[src/rtl/hififo_test_seq.sv]
// PIO-configured traffic sequencer for the hififo channel pair: emits a counting
// pattern to tpc, loops fpc words back to tpc, or checks fpc words against a count.
module hififo_test_seq #(
    parameter logic [12:0] ADDR_BASE = 13'd16,
    parameter int          CNT_W     = 32
) (
    input  logic             clock,
    input  logic             reset,
    input  logic             pio_write_valid,
    input  logic [63:0]      pio_write_data,
    input  logic [12:0]      pio_address,
    output logic [63:0]      tpc_data,
    output logic             tpc_write,
    input  logic             tpc_ready,
    input  logic [63:0]      fpc_data,
    output logic             fpc_read,
    input  logic             fpc_empty,
    output logic             busy,
    output logic [CNT_W-1:0] words_done,
    output logic [CNT_W-1:0] error_count,
    output logic [3:0]       led
);

    typedef enum logic [1:0] {
        MODE_IDLE  = 2'd0,
        MODE_COUNT = 2'd1,
        MODE_LOOP  = 2'd2,
        MODE_CHECK = 2'd3
    } mode_t;

    typedef enum logic [1:0] {
        ST_IDLE = 2'd0,
        ST_RUN  = 2'd1,
        ST_DONE = 2'd2
    } state_t;

    localparam logic [12:0] ADDR_CTRL = ADDR_BASE;
    localparam logic [12:0] ADDR_LEN  = ADDR_BASE + 13'd1;
    localparam logic [12:0] ADDR_SEED = ADDR_BASE + 13'd2;
    localparam logic [12:0] ADDR_LED  = ADDR_BASE + 13'd3;

    state_t            state;
    mode_t             mode;
    logic [CNT_W-1:0]  length;
    logic [63:0]       seed;
    logic [63:0]       counter;

    logic sel_ctrl;
    logic sel_len;
    logic sel_seed;
    logic sel_led;
    logic at_length;
    logic active;
    logic count_issue;
    logic mismatch;

    assign sel_ctrl = pio_write_valid && (pio_address == ADDR_CTRL);
    assign sel_len  = pio_write_valid && (pio_address == ADDR_LEN);
    assign sel_seed = pio_write_valid && (pio_address == ADDR_SEED);
    assign sel_led  = pio_write_valid && (pio_address == ADDR_LED);

    // A CTRL write takes over the cycle, so no word moves while the run is being (re)started.
    assign at_length   = (length != '0) && (words_done == length);
    assign active      = (state == ST_RUN) && !sel_ctrl && !at_length;
    assign count_issue = active && (mode == MODE_COUNT) && tpc_ready;
    assign fpc_read    = active && !fpc_empty &&
                         (((mode == MODE_LOOP) && tpc_ready) || (mode == MODE_CHECK));
    assign mismatch    = (fpc_data != counter);
    assign busy        = (state == ST_RUN);

    always_ff @(posedge clock or posedge reset) begin
        if (reset) begin
            state       <= ST_IDLE;
            mode        <= MODE_IDLE;
            length      <= '0;
            seed        <= '0;
            counter     <= '0;
            led         <= 4'h5;
            tpc_write   <= 1'b0;
            tpc_data    <= '0;
            words_done  <= '0;
            error_count <= '0;
        end else begin
            tpc_write <= 1'b0;

            if (sel_len) begin
                length <= pio_write_data[CNT_W-1:0];
            end
            if (sel_seed) begin
                seed <= pio_write_data;
            end
            if (sel_led) begin
                led <= pio_write_data[3:0];
            end

            if (sel_ctrl) begin
                mode <= mode_t'(pio_write_data[1:0]);
                if (pio_write_data[1:0] != 2'd0) begin
                    counter     <= seed;
                    words_done  <= '0;
                    error_count <= '0;
                    state       <= ST_RUN;
                end else begin
                    state <= ST_IDLE;
                end
            end else begin
                case (state)
                    ST_RUN: begin
                        if (at_length) begin
                            state <= ST_DONE;
                        end else begin
                            if (count_issue) begin
                                tpc_write  <= 1'b1;
                                tpc_data   <= counter;
                                counter    <= counter + 64'd1;
                                words_done <= words_done + 1'b1;
                            end
                            if (fpc_read) begin
                                words_done <= words_done + 1'b1;
                                if (mode == MODE_LOOP) begin
                                    tpc_write <= 1'b1;
                                    tpc_data  <= fpc_data;
                                end
                                if (mode == MODE_CHECK) begin
                                    // The expected value follows the sequence, not the received word.
                                    counter <= counter + 64'd1;
                                    if (mismatch && (error_count != '1)) begin
                                        error_count <= error_count + 1'b1;
                                    end
                                end
                            end
                        end
                    end
                    default: begin
                    end
                endcase
            end
        end
    end

endmodule

[config.mk]
export PLATFORM = sky130hd
export DESIGN_NAME = hififo_test_seq
export DESIGN_NICKNAME = d
export VERILOG_FILES = /design/src/rtl/hififo_test_seq.sv
export SDC_FILE = /design/constraint.sdc
export NUM_CORES = 1
export LEC_CHECK = 0
export CAP_MARGIN = 10
export CELL_PAD_IN_SITES_DETAIL_PLACEMENT = 1
export CELL_PAD_IN_SITES_GLOBAL_PLACEMENT = 1
export CORE_UTILIZATION = 49
export CTS_CLUSTER_SIZE = 25
export DETAILED_ROUTE_END_ITERATION = 16
export DONT_BUFFER_PORTS = 1
export PLACE_DENSITY = 0.78
export SYNTH_ARGS = -nofsm -noshare
export SYNTH_HDL_FRONTEND = slang
export SYNTH_SLANG_ARGS = --single-unit
[constraint.sdc]
create_clock -name clock -period 12.3 [get_ports clock]
set_input_delay 1.23 -clock clock [delete_from_list [all_inputs] [get_ports clock]]
set_output_delay 1.23 -clock clock [all_outputs]
set_load 0.01 [all_outputs]
==> results by group, run 1 <==
Run
  – Max Cap Viol: 0

Clock network
  – Post-CTS setup buffers: 0
  – Number of gates resized after cts: 0
  – Clock latency on the worst-skew pair: 0.52 ns
  – Clock net sink count: 297
  – Number of buffers added by the clock tree synthesis step: 36
  – Hold buffer count at cts: 0
  – H-tree lvl count: 2
  – Library cell used as clock root buffer: clkbuf_16
  – Clock tree buffer depth: 3
  – CTS tree: built
  – CTS clock-pin slew for the worst setup and hold paths: 0.06 ns

Die
  – Die outline area: 31,700 um2
  – Core ar.: 30,510 um2
  – Initial Utilization: 0.4977
  – Num rows: 64
  – Horiz. Die Dim: 178.0 um
  – Die span in y: 178.0 um
  – Io pins: 281

Synth
  – Dominant synthesized flop cell: dfrtp_1
  – Syn. warnings: 0
  – Net count of the mapped netlist: 1,709
  – Fraction of registers with async set/reset: 1.000
  – Library cells used by synthesis: 60
  – Post-synthesis cell count: 1,560
  – Synth Area per Inst: 9.734 um2
  – Number of enable flip-flop cells after synthesis: 0
  – Flops & latches, synth: 297
  – Sequential area share after synthesis: 0.4896
  – Netlist area before placement: 15,190 um2

STA
  – Max Clk Rate: 233.8 MHz
  – Summed negative setup slack over all endpoints: 0 ns
  – Pins over their slew limit: 0
  – Max_slew headroom: 0.1660
  – Final worst clock skew: 0.01736 ns
  – Final Hold Viols: 0
  – Final Critical Period: 4.277 ns
  – Worst hold slack after final layout: 0.5093 ns
  – Number of failing setup endpoints in the final timing report: 0
  – Unrepaired setup endpoints after global routing: false
  – Tcrit/Tclk final: 0.3477
  – Actual slew at the worst max-slew pin: 1.241 ns

Routing
  – Wire per inst: 26.79 um
  – Via count of the routed design: 12,880
  – Routed vias/inst: 6.667
  – First DRT Iteration DRCs: 1,002
  – Number of iterations in the first detailed-routing pass: 7
  – Number of remaining DRC errors: 0
  – Overall routed net length: 51,760 um
  – Post-route antenna net violation count: 0

Worst setup path
  – Bufs and invs on worst path: 2
  – Worst path max stage delay: 1.06 ns
  – Worst reg-to-reg setup slack: 8.39 ns
  – Largest delay contributor family on the critical path: simple AND/OR/NAND/NOR gates
  – Standard cell with the maximum stage delay on the critical path: nor3_1
  – Data arrival time of the worst path: 4.64 ns
  – Category of the worst setup path launch point: input port
  – CP cell instances: nor4b_1 -> nand4_1 -> buf_4 -> buf_4 -> nand2_1 -> nor3_1 -> nand2_1 -> o32ai_1 -> a21oi_1
  – Crit path capture type: flop
  – Maximum fanout count along the critical path: 61
  – Setup Crit Path Kind: input port to flop
  – CP required: 12.66 ns

Global routing
  – Antenna violations before repair: 0
  – Aggregate global routing overflow: 0
  – Global-route wire length before repair: 78,470 um
  – GR Util All Layers: 0.3246
  – Vias in the first global route: 13,119
  – Pin count of the biggest net entering global routing: 154

Layout
  – Net count, final: 1,664
  – Commonest cells after routing, fill and taps aside: dfrtp_1 (295), nor2_1 (160), a21oi_1 (146)
  – Number of filler instances in the final layout: 3,319
  – Design Area, Final: 16,610 um2
  – Leading cell type in the layout, fill and taps excluded: dfrtp_1
  – Share of layout cells above drive strength 1: 0.1309
  – Growth of design area from synthesis to finish: 9.384%

Place
  – Final HPWL from detailed placement: 36,020 um
  – Count of input and output buffers: 0
  – Area after DPL: 15,490 um2
  – Routability-driven placement congestion ratio: 0.8642

Power
  – P_sw: 443.1 uW
  – Power per cell area: 122.7 nW/um2
  – Relative contribution of the clock network to total power: 0.501
  – Largest voltage drop on the vdd net: 0.09193 mV
  – Leakage: 7.472 nW
  – Share of power burned in combinational logic: 0.019
  – Switching fraction of total power: 0.2174
  – Cell-internal power: 1.595 mW
  – Sequential group share of total power: 0.480

Worst hold path
  – Path type of the worst min-delay path: flop to flop

Outcome
  – Result of the run: complete, no violations
[kinds of logic (layout without fill, tap and decap cells)]
| family | count (synthesis) | count (layout) | synth area share |
|---|---|---|---|
| xor+xnor | 142 | 142 | 0.08190 |
| simple gates | 516 | 516 | 0.1670 |
| flops | 297 | 297 | 0.4896 |
| other cells | 0 | 1 | 0 |
| buf+inv | 131 | 106 | 0.03370 |
| mux | 103 | 103 | 0.07613 |
| compound gates | 368 | 368 | 0.1492 |
| fa+ha+maj | 3 | 3 | 0.002472 |
[power groups by stage]
stage	logic [mW]	registers, mW	clock network [mW]
after floorplan	0.0274	0.997	0
after global placement	0.0384	0.997	0
after detailed placement	0.0388	0.997	0
after CTS	0.0391	0.979	1.04
after global routing	0.0430	0.979	1.07
final	0.0381	0.979	1.02
[per-layer routing]
layer  global-route usage  part of all wire  vias up
li1                     -                 -     5587
met1               0.4252              0.40     6613
met2               0.5280              0.49      546
met3              0.06607             0.079      134
met4               0.1246             0.036        0
met5                    0                 0        -
[layout make-up]
type	count	area, um2	area share
repair buffers	21	170.2	0.01024
diodes	1	2.502	0.0001506
well taps	396	495.5	0.02983
flip-flops and latches	297	7435	0.4476
clock inverters	5	28.78	0.001732
inverters	27	108.9	0.006553
multi-input cells	1132	7284	0.4385
clock buffers	53	1086	0.06538
[final timing paths]
check                                      startpoint                    endpoint  cells after the start
max                                   pio_write_valid      counter[6]$_DFFE_PP0P_                      9
min                              seed[26]$_DFFE_PP0P_        seed[26]$_DFFE_PP0P_                      1
max reg2reg                words_done[15]$_DFFE_PP0P_     counter[18]$_DFFE_PP0P_                     10
min reg2reg                      seed[26]$_DFFE_PP0P_        seed[26]$_DFFE_PP0P_                      1
max in group asynchronous                       reset        seed[47]$_DFFE_PP0P_                      2
min in group asynchronous                       reset  error_count[7]$_DFFE_PP0P_                      1
[flip-flops by register name, indices dropped and copies added, names as in the netlist]
signal and count:
tpc_write 1, tpc_data 64, led 4, mode 2
length 32, words_done 32, seed 64, state 2
error_count 32, counter 64
[metrics by stage]
step | std cells | worst slack [ns] | power (mW) | util
final | 1932 | 8.023 | 2.038 | 0.5445
after global placement | 1873 | 7.730 | 1.035 | 0.5078
after floorplan | 1560 | 2.869 | 1.024 | -
after detailed placement | 1873 | 7.622 | 1.035 | 0.5078
after CTS | 1931 | 8.147 | 2.058 | 0.5444
after global routing | 1931 | 7.826 | 2.091 | 0.5444
[cell usage after synthesis, types with 9 or more instances]
master | instances | area [um2]
o22a_1 | 9 | 78.83
nor4_1 | 30 | 187.7
nand4_1 | 58 | 362.9
dfrtp_1 | 295 | 7382
and3_1 | 29 | 181.4
clkbuf_1 | 85 | 319.1
nand3_1 | 65 | 325.3
xor2_1 | 61 | 534.3
mux2_2 | 100 | 1126
buf_1 | 9 | 33.78
nor3_1 | 36 | 180.2
o21ai_0 | 34 | 170.2
xnor2_1 | 81 | 709.4
and4_1 | 10 | 87.58
o31ai_1 | 12 | 90.09
nand2_1 | 89 | 334.1
nor2_1 | 162 | 608.1
inv_1 | 27 | 101.4
a21oi_1 | 146 | 730.7
or3_1 | 10 | 62.56
o22ai_1 | 90 | 563.0
No activity file was read; power rests on OpenSTA's default activity.
==> inputs of run 2 (changes only) <==
==> constraint.sdc (replaced) <==
create_clock -name clock -period 4.4 [get_ports clock]
set_input_delay 0.44 -clock clock [delete_from_list [all_inputs] [get_ports clock]]
set_output_delay 0.44 -clock clock [all_outputs]
set_load 0.01 [all_outputs]
==> run 2 against run 1 <==
  * Utilization rose by 0.92 points
  * Critical endpoint is now fpc_read
  * Largest power group unchanged
  * Sequential cell count did not move
  * First-iteration DRC count rose by 11%
  * Critical path depth fell by 3
  * Count of clock-buffer cells in the layout fell by 8
  * Routed wire length rose by 0.86%
  * Via count rose by 0.73%
==> results by group, run 2 (same netlist as run 1, synthesis figures left out) <==
Die
  – Core ar.: 30,510 um2
  – Num rows: 64
  – Initial Utilization: 0.4977
  – Die span in y: 178.0 um
  – Horiz. Die Dim: 178.0 um
  – Io pins: 281
  – Die outline area: 31,700 um2

Global routing
  – Global-route wire length before repair: 79,270 um
  – Pin count of the biggest net entering global routing: 143
  – Met2 Usage GRT: 0.5350
  – Antenna violations before repair: 0
  – Aggregate global routing overflow: 0
  – Vias in the first global route: 13,419
  – Met3 track demand over resource: 0.06714
  – GR Util All Layers: 0.3271
  – Global Route met1 Usage: 0.4234
  – Busiest layer in global routing: met2

Place
  – Count of input and output buffers: 0
  – Instance count after placement with tap cells included: 1,888
  – Routability-driven placement congestion ratio: 0.8712
  – Area after DPL: 15,620 um2
  – DP Worst Slack: 1.102 ns
  – Final HPWL from detailed placement: 36,960 um

Layout
  – Fin cells: 1,952
  – Share of layout cells above drive strength 1: 0.1447
  – Registers with the highest flip-flop counts: counter: 64 flops, seed: 64 flops, tpc_data: 64 flops
  – Number of filler instances in the final layout: 3,343
  – Growth of design area from synthesis to finish: 11.23%
  – Net count, final: 1,680
  – Design Area, Final: 16,890 um2
  – Core occupancy in the finished layout: 0.5536
  – Commonest cells after routing, fill and taps aside: dfrtp_1 (295), nor2_1 (160), a21oi_1 (146)
  – Leading cell type in the layout, fill and taps excluded: dfrtp_1

Routing
  – Post-route antenna net violation count: 0
  – Via count of the routed design: 12,974
  – Wire per inst: 26.74 um
  – Routed vias/inst: 6.647
  – First DRT Iteration DRCs: 1,117
  – Number of remaining DRC errors: 0
  – Overall routed net length: 52,200 um
  – Number of iterations in the first detailed-routing pass: 5

STA
  – Setup ws final: 0.8157 ns
  – Final Hold Viols: 0
  – Number of failing setup endpoints in the final timing report: 0
  – Actual slew at the worst max-slew pin: 1.150 ns
  – Final Critical Period: 3.584 ns
  – Worst hold slack after final layout: 0.04136 ns
  – Pins over their slew limit: 0
  – Unrepaired setup endpoints after global routing: false
  – Final worst clock skew: 0.02424 ns
  – Tcrit/Tclk final: 0.8146
  – Summed negative setup slack over all endpoints: 0 ns
  – Max Clk Rate: 279.0 MHz
  – Max_slew headroom: 0.2264

Worst setup path
  – Source of the critical timing path: words_done[2]$_DFFE_PP0P_
  – Launch instance of the worst register-to-register path: counter[12]$_DFFE_PP0P_
  – Worst R2R Path Depth: 8
  – CP cell instances: xor2_1 -> nor4_1 -> nand4_1 -> or3_1 -> nand2_1 -> nor2_1
  – Category of the worst setup path launch point: flop
  – FF-to-FF End: counter[62]$_DFFE_PP0P_
  – Standard cell with the maximum stage delay on the critical path: or3_1
  – Data arrival time of the worst path: 3.14 ns
  – CP required: 3.96 ns
  – Setup Crit Path Kind: flop to output port
  – Worst path max stage delay: 0.62 ns
  – Maximum fanout count along the critical path: 11
  – End point of the critical path: fpc_read
  – Crit path capture type: output port
  – Worst reg-to-reg setup slack: 0.95 ns

Clock network
  – H-tree lvl count: 2
  – Number of buffers added by the clock tree synthesis step: 35
  – CTS tree: built
  – Library cell used as clock root buffer: clkbuf_16
  – Clock tree buffer depth: 3
  – Post-CTS setup buffers: 0
  – Clock latency on the worst-skew pair: 0.52 ns
  – Clock net sink count: 297
  – CTS clock-pin slew for the worst setup and hold paths: 0.06 ns

Power
  – Largest voltage drop on the vdd net: 0.3532 mV
  – Leakage: 7.630 nW
  – Total power: 6.021 mW
  – Power per cell area: 356.5 nW/um2

Worst hold path
  – Path type of the worst min-delay path: input port to flop
  – Worst hold start: pio_write_data[1]

Run
  – Max Cap Viol: 0

Outcome
  – Result of the run: complete, no violations
[run 2: cell count changes in the layout (fill, tap and decap cells not counted), moves of 2 or more]
cell        delta
clkbuf_1       -5
clkinvlp_4     +2
bufinv_16      +6
clkbuf_8       -3
clkinv_2       +5
buf_4         +14
[run 2: what timing repair did]
| item | CTS | global route |
|---|---|---|
| hold buffers | 1 | 0 |
| endpoints found under the hold margin | 25 | 0 |
| gates resized for setup | 0 | 0 |
[run 2: area by class of cell]
class	instances	area, um2	area share
well taps	396	495.5	0.02933
multi-input cells	1132	7284	0.4313
clock buffers	45	1026	0.06074
inverters	27	105.1	0.006222
flip-flops and latches	297	7435	0.4401
repair buffers	38	310.3	0.01837
diodes	1	2.502	0.0001481
clock inverters	16	232.7	0.01378
[run 2: power by group]
group | internal (mW) | switching (mW) | total [mW]
Sequential | 2.73 | 0.00261 | 2.74
Combinational | 0.0320 | 0.0779 | 0.110
Clock | 1.99 | 1.18 | 3.17
Total | 4.76 | 1.26 | 6.02
[run 2: worst max-delay path: cells and delay by family, from the launching register on]
kind | cells | cell delay [ns]
xor gates and xnor gates | 1 | 0.24
DFF | 1 | 0.50
and+or+nand+nor | 5 | 1.89
[run 2: metal layers]
| metal | up-vias | share of wire | routed length (um) |
|---|---|---|---|
| li1 | 5636 | - | - |
| met5 | - | 0 | 0 |
| met3 | 127 | 0.080 | 4188 |
| met4 | 0 | 0.040 | 2064 |
| met1 | 6623 | 0.40 | 20730 |
| met2 | 588 | 0.48 | 25220 |
[run 2: worst min-delay path by stage]
stage,to,slack [ns],cells past startpoint
final,mode[1]$_DFFE_PP0P_,0.04,2
after CTS,mode[1]$_DFFE_PP0P_,0.03,2
after global routing,mode[1]$_DFFE_PP0P_,0.05,2
after floorplan,counter[42]$_DFFE_PP0P_,0.45,2
after detailed placement,error_count[20]$_DFFE_PP0P_,0.43,1
after global placement,error_count[19]$_DFFE_PP0P_,0.42,1
==> inputs of run 3 (changes only) <==
==> constraint.sdc (replaced) <==
create_clock -name clock -period 3.6 [get_ports clock]
set_input_delay 0.36 -clock clock [delete_from_list [all_inputs] [get_ports clock]]
set_output_delay 0.36 -clock clock [all_outputs]
set_load 0.01 [all_outputs]
==> run 3 against run 2 <==
  * The flow now finishes with violations (negative hold slack)
  * Combinational power grew 76%
  * Global-route usage rose by 1.2 points
  * Sequential power rose by 22%
  * Count of clock-buffer cells in the layout up 1
  * Critical path type unchanged
  * Critical endpoint unchanged
  * Largest cell class unchanged
  * Highest routed layer unchanged
==> results by group, run 3 (same netlist as run 1, synthesis figures left out) <==
Outcome
  – Result of the run: finished with violations
  – Violated checks: negative hold slack

Die
  – Horiz. Die Dim: 178.0 um
  – Num rows: 64
  – Die outline area: 31,700 um2
  – Io pins: 281
  – Die span in y: 178.0 um
  – Initial Utilization: 0.4977
  – Core ar.: 30,510 um2

Layout
  – Number of antenna repair diodes: 0
  – Growth of design area from synthesis to finish: 16.22%
  – Commonest cells after routing, fill and taps aside: dfrtp_1 (295), nor2_1 (160), a21oi_1 (146)
  – Registers with the highest flip-flop counts: counter: 64 flops, seed: 64 flops, tpc_data: 64 flops
  – Net count, final: 1,754
  – Leading cell type in the layout, fill and taps excluded: dfrtp_1
  – Share of layout cells above drive strength 1: 0.1479

Run
  – Max Cap Viol: 0

STA
  – Tcrit/Tclk final: 0.9747
  – Final worst clock skew: 0.01889 ns
  – Number of failing setup endpoints in the final timing report: 0
  – Final Hold Viols: 25
  – Worst hold slack after final layout: -0.07477 ns
  – Pins over their slew limit: 0
  – Final Critical Period: 3.509 ns
  – Unrepaired setup endpoints after global routing: false
  – Max_slew headroom: 0.3987
  – Actual slew at the worst max-slew pin: 0.9020 ns
  – Max Clk Rate: 285.0 MHz
  – Setup ws final: 0.09114 ns

Routing
  – Post-route antenna net violation count: 0
  – Number of remaining DRC errors: 0
  – Routed vias/inst: 6.602
  – Number of iterations in the first detailed-routing pass: 5
  – Via count of the routed design: 13,370
  – Wire per inst: 26.75 um
  – Overall routed net length: 54,170 um
  – First DRT Iteration DRCs: 1,101

Power
  – Cell-internal power: 5.966 mW
  – Relative contribution of the clock network to total power: 0.530
  – Share of power burned in combinational logic: 0.026
  – Switching fraction of total power: 0.2084
  – Total power: 7.537 mW
  – Largest voltage drop on the vdd net: 0.4831 mV
  – Power per cell area: 427.0 nW/um2
  – P_sw: 1.571 mW
  – Sequential group share of total power: 0.444
  – Leakage: 7.965 nW

Global routing
  – Antenna violations before repair: 0
  – Aggregate global routing overflow: 0
  – GR Util All Layers: 0.3392
  – Met3 track demand over resource: 0.07118
  – Global Route met1 Usage: 0.4407
  – Vias in the first global route: 13,641
  – Busiest layer in global routing: met2
  – Global-route wire length before repair: 82,030 um
  – Pin count of the biggest net entering global routing: 157
  – Met2 Usage GRT: 0.5597

Worst hold path
  – Path type of the worst min-delay path: input port to async pin

Worst setup path
  – CP required: 3.24 ns
  – Crit path capture type: output port
  – Category of the worst setup path launch point: flop
  – Data arrival time of the worst path: 3.15 ns
  – Setup Crit Path Kind: flop to output port
  – Maximum fanout count along the critical path: 19

Clock network
  – H-tree lvl count: 2
  – Clock tree buffer depth: 3
  – Clock latency on the worst-skew pair: 0.52 ns
  – Clock net sink count: 297
  – Number of buffers added by the clock tree synthesis step: 35
  – CTS tree: built
  – Library cell used as clock root buffer: clkbuf_16
  – CTS clock-pin slew for the worst setup and hold paths: 0.06 ns

Place
  – Final HPWL from detailed placement: 37,380 um
  – DP Worst Slack: 0.5189 ns
  – Routability-driven placement congestion ratio: 0.9305
  – Count of input and output buffers: 0
run 3: metrics by stage:
step | area, um2 | setup TNS [ns] | util | instances
2_1_floorplan | 15190 | -207.52 | - | 1560
3_3_place_gp | 15780 | 0 | 0.5173 | 1907
3_5_place_dp | 15780 | 0 | 0.5173 | 1907
4_1_cts | 17590 | 0 | 0.5766 | 2020
5_1_grt | 17650 | 0 | 0.5785 | 2025
6_report | 17650 | 0 | 0.5785 | 2025
run 3: final timing paths:
path                       slack, ns                           to                  startpoint  cells past startpoint
setup reg to reg                0.39       counter[7]$_DFFE_PP0P_  words_done[11]$_DFFE_PP0P_                      9
hold reg to reg                 0.51         seed[22]$_DFFE_PP0P_        seed[22]$_DFFE_PP0P_                      1
max in group asynchronous       2.93         seed[54]$_DFFE_PP0P_                       reset                      2
setup / recovery                0.09                     fpc_read  words_done[11]$_DFFE_PP0P_                      7
hold / removal                 -0.07  error_count[16]$_DFFE_PP0P_                       reset                      2
min in group clock                 0         seed[18]$_DFFE_PP0P_          pio_write_data[18]                      1
run 3: power by group through the flow:
stage               sequential [mW]  clock [mW]  combinational (mW)
floorplan                      3.41           0              0.0941
global placement               3.41           0               0.134
detailed placement             3.41           0               0.136
CTS                            3.34        4.04               0.192
global route                   3.34        4.17               0.214
finish                         3.34        4.00               0.194
run 3: final cells by class:
type,instances,area [um2]
Clock buffer,46,1010
Clock inverter,15,280.3
Fill cell,3314,12860
Inverter,27,105.1
Multi-Input combinational cell,1132,7291
Sequential cell,297,7435
Tap cell,396,495.5
Timing Repair Buffer,112,1033
run 3: critical path, cell delays in order, from the launching register on:
cell     delay [ns]
dfrtp_1        0.54
xor2_1         0.23
nor4_1         0.40
nand4_1        0.21
or3_1          0.59
nand2_1        0.19
buf_4          0.30
nor2_1         0.19
run 3: what timing repair did:
item,in CTS,in global routing
resized for setup,0,1
buffers inserted,0,0
endpoints found under the setup margin,0,1
hold buffers,52,5
hold endpoints to repair,74,5
run 3: layer usage:
metal / vias up / wire length (um)
met3: 147 / 4123
met2: 569 / 26410
met1: 6874 / 21550
met5: - / 0
li1: 5780 / -
met4: 0 / 2090
